### config.mk
export PLATFORM = sky130hd
export DESIGN_NAME = sqrt_floor_seq_flat
export DESIGN_NICKNAME = d
export VERILOG_FILES = /design/src/rtl/sqrt_floor_seq_if.sv /design/src/rtl/sqrt_floor_seq.sv /design/src/flat_wrapper.sv
export SDC_FILE = /design/constraint.sdc
export NUM_CORES = 1
export LEC_CHECK = 0
export CAP_MARGIN = 5
export CORE_MARGIN = 3
export CORE_UTILIZATION = 53
export CTS_CLUSTER_SIZE = 24
export DETAILED_ROUTE_END_ITERATION = 12
export PLACE_DENSITY_LB_ADDON = 0.3
export SLEW_MARGIN = 10
export SYNTH_ARGS = -nofsm -noshare
export SYNTH_HDL_FRONTEND = slang
export SYNTH_SLANG_ARGS = --single-unit
export TNS_END_PERCENT = 10
### constraint.sdc
create_clock -name clk -period 2.55 [get_ports clk]
set_input_delay 0.3825 -clock clk [delete_from_list [all_inputs] [get_ports clk]]
set_output_delay 0.3825 -clock clk [all_outputs]
set_load 0.05 [all_outputs]
### src/rtl/sqrt_floor_seq_if.sv
// Start/busy/done handshake bundle for the sequential floor square root.
// The producer side drives the request; the root unit drives status and results.
interface sqrt_floor_seq_if #(
  parameter int WIDTH = 8
);
  localparam int N = WIDTH / 2;

  logic             start;
  logic [WIDTH-1:0] x;
  logic             busy;
  logic             done;
  logic [N-1:0]     root;
  logic [N:0]       rem;

  modport master (
    output start,
    output x,
    input  busy,
    input  done,
    input  root,
    input  rem
  );

  modport slave (
    input  start,
    input  x,
    output busy,
    output done,
    output root,
    output rem
  );
endinterface

### src/rtl/sqrt_floor_seq.sv
// Sequential integer square root: root = floor(sqrt(x)), rem = x - root^2.
// Restoring digit-by-digit method, one root bit resolved per clock.
module sqrt_floor_seq #(
  parameter int WIDTH = 8
) (
  input  logic             clk,
  input  logic             rst_n,
  sqrt_floor_seq_if.slave  bus
);
  localparam int N  = WIDTH / 2;
  localparam int TW = N + 3;
  localparam int CW = $clog2(N + 1);

  typedef enum logic [1:0] {
    IDLE = 2'd0,
    CALC = 2'd1,
    DONE = 2'd2
  } state_t;

  typedef struct packed {
    logic [N-1:0] q;
    logic [N:0]   r;
  } step_t;

  state_t           state_q, state_d;
  logic [WIDTH-1:0] xs_q, xs_d;
  logic [N-1:0]     q_q, q_d;
  logic [N:0]       r_q, r_d;
  logic [CW-1:0]    cnt_q, cnt_d;
  logic [N-1:0]     root_q, root_d;
  logic [N:0]       rem_q, rem_d;
  step_t            step;

  // One restoring iteration. The trial value is kept at full N+3 bits so the
  // compare sees every bit; the new remainder is bounded by 2*q and fits N+1.
  function automatic step_t sqrt_step(input logic [N-1:0] q,
                                      input logic [N:0]   r,
                                      input logic [1:0]   p);
    logic [TW-1:0] t;
    logic [TW-1:0] d;
    logic [TW-1:0] diff;
    step_t         s;
    t    = {r, p};
    d    = {1'b0, q, 2'b01};
    diff = t - d;
    if (t >= d) begin
      s.r = diff[N:0];
      s.q = (q << 1) | N'(1);
    end else begin
      s.r = t[N:0];
      s.q = q << 1;
    end
    return s;
  endfunction

  // The operand is shifted left two bits per iteration, so the current pair
  // is always its top two bits.
  assign step = sqrt_step(q_q, r_q, xs_q[WIDTH-1 -: 2]);

  always_comb begin
    state_d = state_q;
    xs_d    = xs_q;
    q_d     = q_q;
    r_d     = r_q;
    cnt_d   = cnt_q;
    root_d  = root_q;
    rem_d   = rem_q;
    case (state_q)
      IDLE, DONE: begin
        if (bus.start) begin
          xs_d    = bus.x;
          q_d     = '0;
          r_d     = '0;
          cnt_d   = CW'(N);
          state_d = CALC;
        end else begin
          state_d = IDLE;
        end
      end
      CALC: begin
        q_d   = step.q;
        r_d   = step.r;
        xs_d  = xs_q << 2;
        cnt_d = cnt_q - CW'(1);
        if (cnt_q == CW'(1)) begin
          root_d  = step.q;
          rem_d   = step.r;
          state_d = DONE;
        end
      end
      default: state_d = IDLE;
    endcase
  end

  always_ff @(posedge clk or negedge rst_n) begin
    if (!rst_n) begin
      state_q <= IDLE;
      xs_q    <= '0;
      q_q     <= '0;
      r_q     <= '0;
      cnt_q   <= '0;
      root_q  <= '0;
      rem_q   <= '0;
    end else begin
      state_q <= state_d;
      xs_q    <= xs_d;
      q_q     <= q_d;
      r_q     <= r_d;
      cnt_q   <= cnt_d;
      root_q  <= root_d;
      rem_q   <= rem_d;
    end
  end

  assign bus.busy = (state_q == CALC);
  assign bus.done = (state_q == DONE);
  assign bus.root = root_q;
  assign bus.rem  = rem_q;

endmodule

### src/flat_wrapper.sv
// flat-port wrapper written by rule: the top's interface ports become plain ports
module sqrt_floor_seq_flat 
#(
  parameter int WIDTH = 8
)
  (clk, rst_n, bus_start, bus_x, bus_busy, bus_done, bus_root, bus_rem);
  sqrt_floor_seq_if #(.WIDTH(WIDTH)) bus_i ();
  input  logic clk;
  input  logic rst_n;
  input wire logic [$bits(bus_i.start)-1:0] bus_start;
  input wire logic [$bits(bus_i.x)-1:0] bus_x;
  output wire logic [$bits(bus_i.busy)-1:0] bus_busy;
  output wire logic [$bits(bus_i.done)-1:0] bus_done;
  output wire logic [$bits(bus_i.root)-1:0] bus_root;
  output wire logic [$bits(bus_i.rem)-1:0] bus_rem;
  assign bus_i.start = bus_start;
  assign bus_i.x = bus_x;
  assign bus_busy = bus_i.busy;
  assign bus_done = bus_i.done;
  assign bus_root = bus_i.root;
  assign bus_rem = bus_i.rem;
  sqrt_floor_seq #(.WIDTH(WIDTH)) u_core (.clk(clk), .rst_n(rst_n), .bus(bus_i));
endmodule
# [Word-level counts from Yosys, hierarchy flattened]
# Cells that the tools add are included.
# W data, S select, Z words.
[classes] addsub=2 n_lt_le_gt_ge=1 n_eq_ne=5 n_mux=12 reduce_logical=5
[ops] cell="$pmux W8 S2" n=1
[ops] cell="$pmux W5 S2" n=1
[ops] cell="$mux W8" n=1
[ops] cell="$pmux W4 S2" n=1
[ops] cell="$ge A7 B6 Y1" n=1
[ops] cell="$mux W6" n=1
[ops] cell="$pmux W3 S2" n=1
[ops] cell="$mux W5" n=1
[ops] cell="$sub A5 B5 Y5" n=1
[ops] cell="$mux W4" n=1
[ops] cell="$pmux W2 S2" n=1
[ops] cell="$reduce_and A2 Y1" n=2
[ops] cell="$eq A3 B1 Y1 const B" n=1
[ops] cell="$mux W3" n=1
[ops] cell="$sub A3 B1 Y3 const B" n=1
[ops] cell="$eq A2 B1 Y1 const B" n=1
[ops] cell="$eq A2 B2 Y1 const B" n=1
[ops] cell="$logic_not A2 Y1" n=1
[ops] cell="$mux W2" n=1
[ops] cell="$ne A2 B1 Y1 const B" n=1
[ops] cell="$ne A2 B2 Y1 const B" n=1
[ops] cell="$reduce_bool A2 Y1" n=1
[ops] cell="$reduce_or A2 Y1" n=1
[ops] cell="$mux W1" n=1
[totals] register_bits=31 inputBits=11 out_inout_bits=11 wordCells=32

# [Depth between registers and ports, before layout]
[depth] word_depth=4 ltp_mapped=8 mapped_depth_nobuf=7

# [Worst setup path before layout]
# Ideal clock, no wire load.
[synth_path] path_type="reg-to-reg" from="register u_core.r_q[0]" to="register u_core.rem_q[0] (netlist: u_core.bus.rem[0])" setup_ns=0.125 t_arrival_ns=1.838 required_time_ns=2.425 setup_slack_ns=0.588 stages_incl_launch_ff=8 n_path_buf=1 synth_period_minus_slack_ns=1.962 cell_sequence="dfrtp_1 > ha_1 > o21ai_1 > and3_1 > o41a_1 > buf_6 > xnor2_1 > mux2_2"
[synth_via] elab_chain_len=2
[synth_lines] element="from (decl)" line_no="sqrt_floor_seq.sv:28" source="logic [N:0] r_q, r_d;"
[synth_lines] element="from (signal assigned)" line_no="sqrt_floor_seq.sv:108" source="r_q <= r_d;"
[synth_lines] element="$ge A7 B6 Y1" line_no="sqrt_floor_seq.sv:46" source="if (t >= d) begin"
[synth_lines] element="$mux W6" line_no="sqrt_floor_seq.sv:46"
[synth_lines] element="to (signal assigned)" line_no="sqrt_floor_seq.sv:111" source="rem_q <= rem_d;"
[synth_lines] element="to (decl)" line_no="sqrt_floor_seq.sv:31" source="logic [N:0] rem_q, rem_d;"
# Every way passes these cells.
# A chain may end at the register's enable or synchronous reset.

# [Worst setup path in the final report]
[layout_path] from="register u_core.state_q[0]" to="output bus_busy"
[layout_via] elab_chain_len=1
[layout_lines] element="from (decl)" line_no="sqrt_floor_seq.sv:25" source="state_t state_q, state_d;"
[layout_lines] element="from (signal assigned)" line_no="sqrt_floor_seq.sv:105" source="state_q <= state_d;"
[layout_lines] element="$eq A2 B1 Y1" line_no="sqrt_floor_seq.sv:115" source="assign bus.busy = (state_q == CALC);"
[layout_lines] element="to (decl)" line_no="flat_wrapper.sv:12" source="output wire logic [$bits(bus_i.busy)-1:0] bus_busy;"
# Every way passes these cells.

==> out/metrics.cfg <==
[sta]
tns_ns = 0
fin_crit_sh_pct = 88.9
relSlewSlack_pct = 65.4
rsz0062_at_grt = false
tightest_slew_ns = 0.518
hold_viol = 0
setup_violations = 0
timing.final.ws_setup_ns = 0.282
max_freq_mhz = 441
fin_skew_ns = 0.00524
period_needed_ns = 2.27
drv_slew = 0

[global_routing]
overflow = 0
grt_pass1_wl_um = 5030
grt_usage_pct = 19.4
grt_pass1_vias = 1140
grt_max_degree = 32
antenna_found_initial = 0

[floorplanning]
rows = 18
die_x_um = 59.1
core_area_um2 = 2570
start_util_pct = 58.1
fp.dieArea_um2 = 3490
num_io_pins = 22
fp.dieH_um = 59.1

[synth]
synthTopCellsByArea = dfrtp_1 52%, nand2_1 7.8%, ha_1 6.7%
syn_nets = 175
netlist_area_um2 = 1490
synth_top_area_share_pct = 52.0
syn_inst = 156
ys_ff_latch = 31
synth_top_cell_by_area = dfrtp_1
syn_area_per_cell_um2 = 9.57
yosysWarnings = 0
yosysUniqueCellTypes = 30
yosysSeqAreaShare_pct = 52.0

[clocking]
postCtsHoldBufs = 0
clkTransAtPathRegs_ns = 0.10
cts-buffers-inserted = 5
worst_skew_pair.late_latency_ns = 0.32
h-tree-depth = 2
cts_root_buffer = clkbuf_4
cts_setup_buffers = 0
cts_tree = yes
clockBufferDepth = 2
clock_sinks = 31
ctsResizeCount = 0

[critical_path]
rr_worst_depth = 7
r2r_end = u_core.bus.rem[0]$_DFFE_PN0P_
cp-endpoint = bus_busy
crit_start = u_core.state_q[0]$_DFFE_PN0P_
startpoint_type = flop
end_kind = output pin
cp_data_arrival_time_ns = 1.89
worstPathRequired_ns = 2.17
r2r-start = u_core.q_q[0]$_DFFE_PN0P_
path_class = reg -> out
path_max_fanout = 10
r2r_slack_ns = 0.38

[place]
hpwl_um = 2210
dp_slack_ns = 0.419
portBuffers = 21
gp_congestion = 0.881

[routing]
vias_per_cell = 5.52
drt-pass1-iter-count = 4
ant_nets = 0
drc_errors = 0
drt_wl_total_um = 3040
drt_iter0_drc = 21
wl_per_cell_um = 14.3
vias = 1176

[layout]
final_cell_mix = 31 x nand2_1, 31 x dfrtp_1, 21 x clkdlybuf4s50_1, 20 x o21ai_0, 10 x nor2_1
area_delta_synth_final_pct = 22.4
nets = 201
num-fill-cells = 206
diodes = 0
post_route_cells_drive_above_1_share_pct = 8.74

[outcome]
outcome = finished, final reports clean

[run]
drv_cap = 0

[hold_path]
min_path_type = in -> async

-- routing by layer --
layer	global-route usage [%]	wire, um
met5	0	0
met3	4.79	125
met4	8.41	46
met1	22.2	1290
met2	33.9	1580
-- worst min path at each step --
stage | startpoint | end | slack (ns) | cells after the start
after detailed placement | u_core.bus.rem[4]$_DFFE_PN0P_ | u_core.bus.rem[4]$_DFFE_PN0P_ | 0.47 | 2
after CTS | rst_n | u_core.bus.rem[3]$_DFFE_PN0P_ | 0.44 | 2
after global placement | u_core.xs_q[5]$_DFFE_PN0P_ | u_core.xs_q[7]$_DFFE_PN0P_ | 0.46 | 2
after floorplan | rst_n | u_core.bus.rem[0]$_DFFE_PN0P_ | 0.09 | 0
after global routing | rst_n | u_core.r_q[0]$_DFFE_PN0P_ | 0.46 | 2
final | rst_n | u_core.bus.rem[3]$_DFFE_PN0P_ | 0.43 | 2
-- flip-flops by register name, indices dropped and copies added, names as in the netlist --
name,flops
u_core.cnt_q,3
u_core.r_q,5
u_core.state_q,2
u_core.bus.root,4
u_core.bus.rem,5
u_core.xs_q,8
u_core.q_q,4
-- cell type report --
cell class                      instances  area (um^2)  share of cell area, %
Multi-Input combinational cell        109          649                   35.5
Timing Repair Buffer                   25          240                   13.2
Clock buffer                            6         51.3                   2.81
Inverter                               10         37.5                   2.05
Clock inverter                          2         35.0                   1.92
Sequential cell                        31          776                   42.5
Tap cell                               30         37.5                   2.05
-- Yosys cell counts (all sizes together) --
cell,instances
dfrtp,31
nand2,31
o21ai,23
nor2,10
inv,9
ha,8
clkbuf,5
a21oi,4
a31oi,4
nand3,4
a22o,3
nor2b,3
and3,2
mux2,2
mux2i,2
nand2b,2
or2b,2
xnor2,2
a211oi,1
buf,1
clkinv,1
nor4b,1
o21a,1
o311ai,1
o41a,1
or3,1
xor2,1
-- worst max-delay path, cell delays in order (launching register included) --
cell             delay (ns)
dfrtp_1                0.43
nand2b_1               0.11
clkinv_1               0.23
clkdlybuf4s50_1        0.78
-- stage by stage --
stage | instance area, um^2 | util, % | std cells | hold slack [ns]
after floorplan | 1490 | - | 156 | 0.0869
after global placement | 1740 | 67.8 | 205 | 0.465
after detailed placement | 1740 | 67.8 | 205 | 0.470
after CTS | 1830 | 71.2 | 213 | 0.444
after global routing | 1830 | 71.2 | 213 | 0.458
final | 1830 | 71.2 | 213 | 0.435
-- cells by family after synthesis --
family / Yosys count / synth area share, %
AND/OR/NAND/NOR: 56 / 16.6
XOR/XNOR: 3 / 1.76
multiplexers: 4 / 3.10
AO/OA/AOI/OAI: 38 / 15.3
flip-flops: 31 / 52.0
buffers and inverters: 16 / 4.53
adder cells (fa/ha/maj): 8 / 6.71
Power is not shown: default switching activity piles up to over one toggle a cycle in this logic, so the estimate is an artifact.
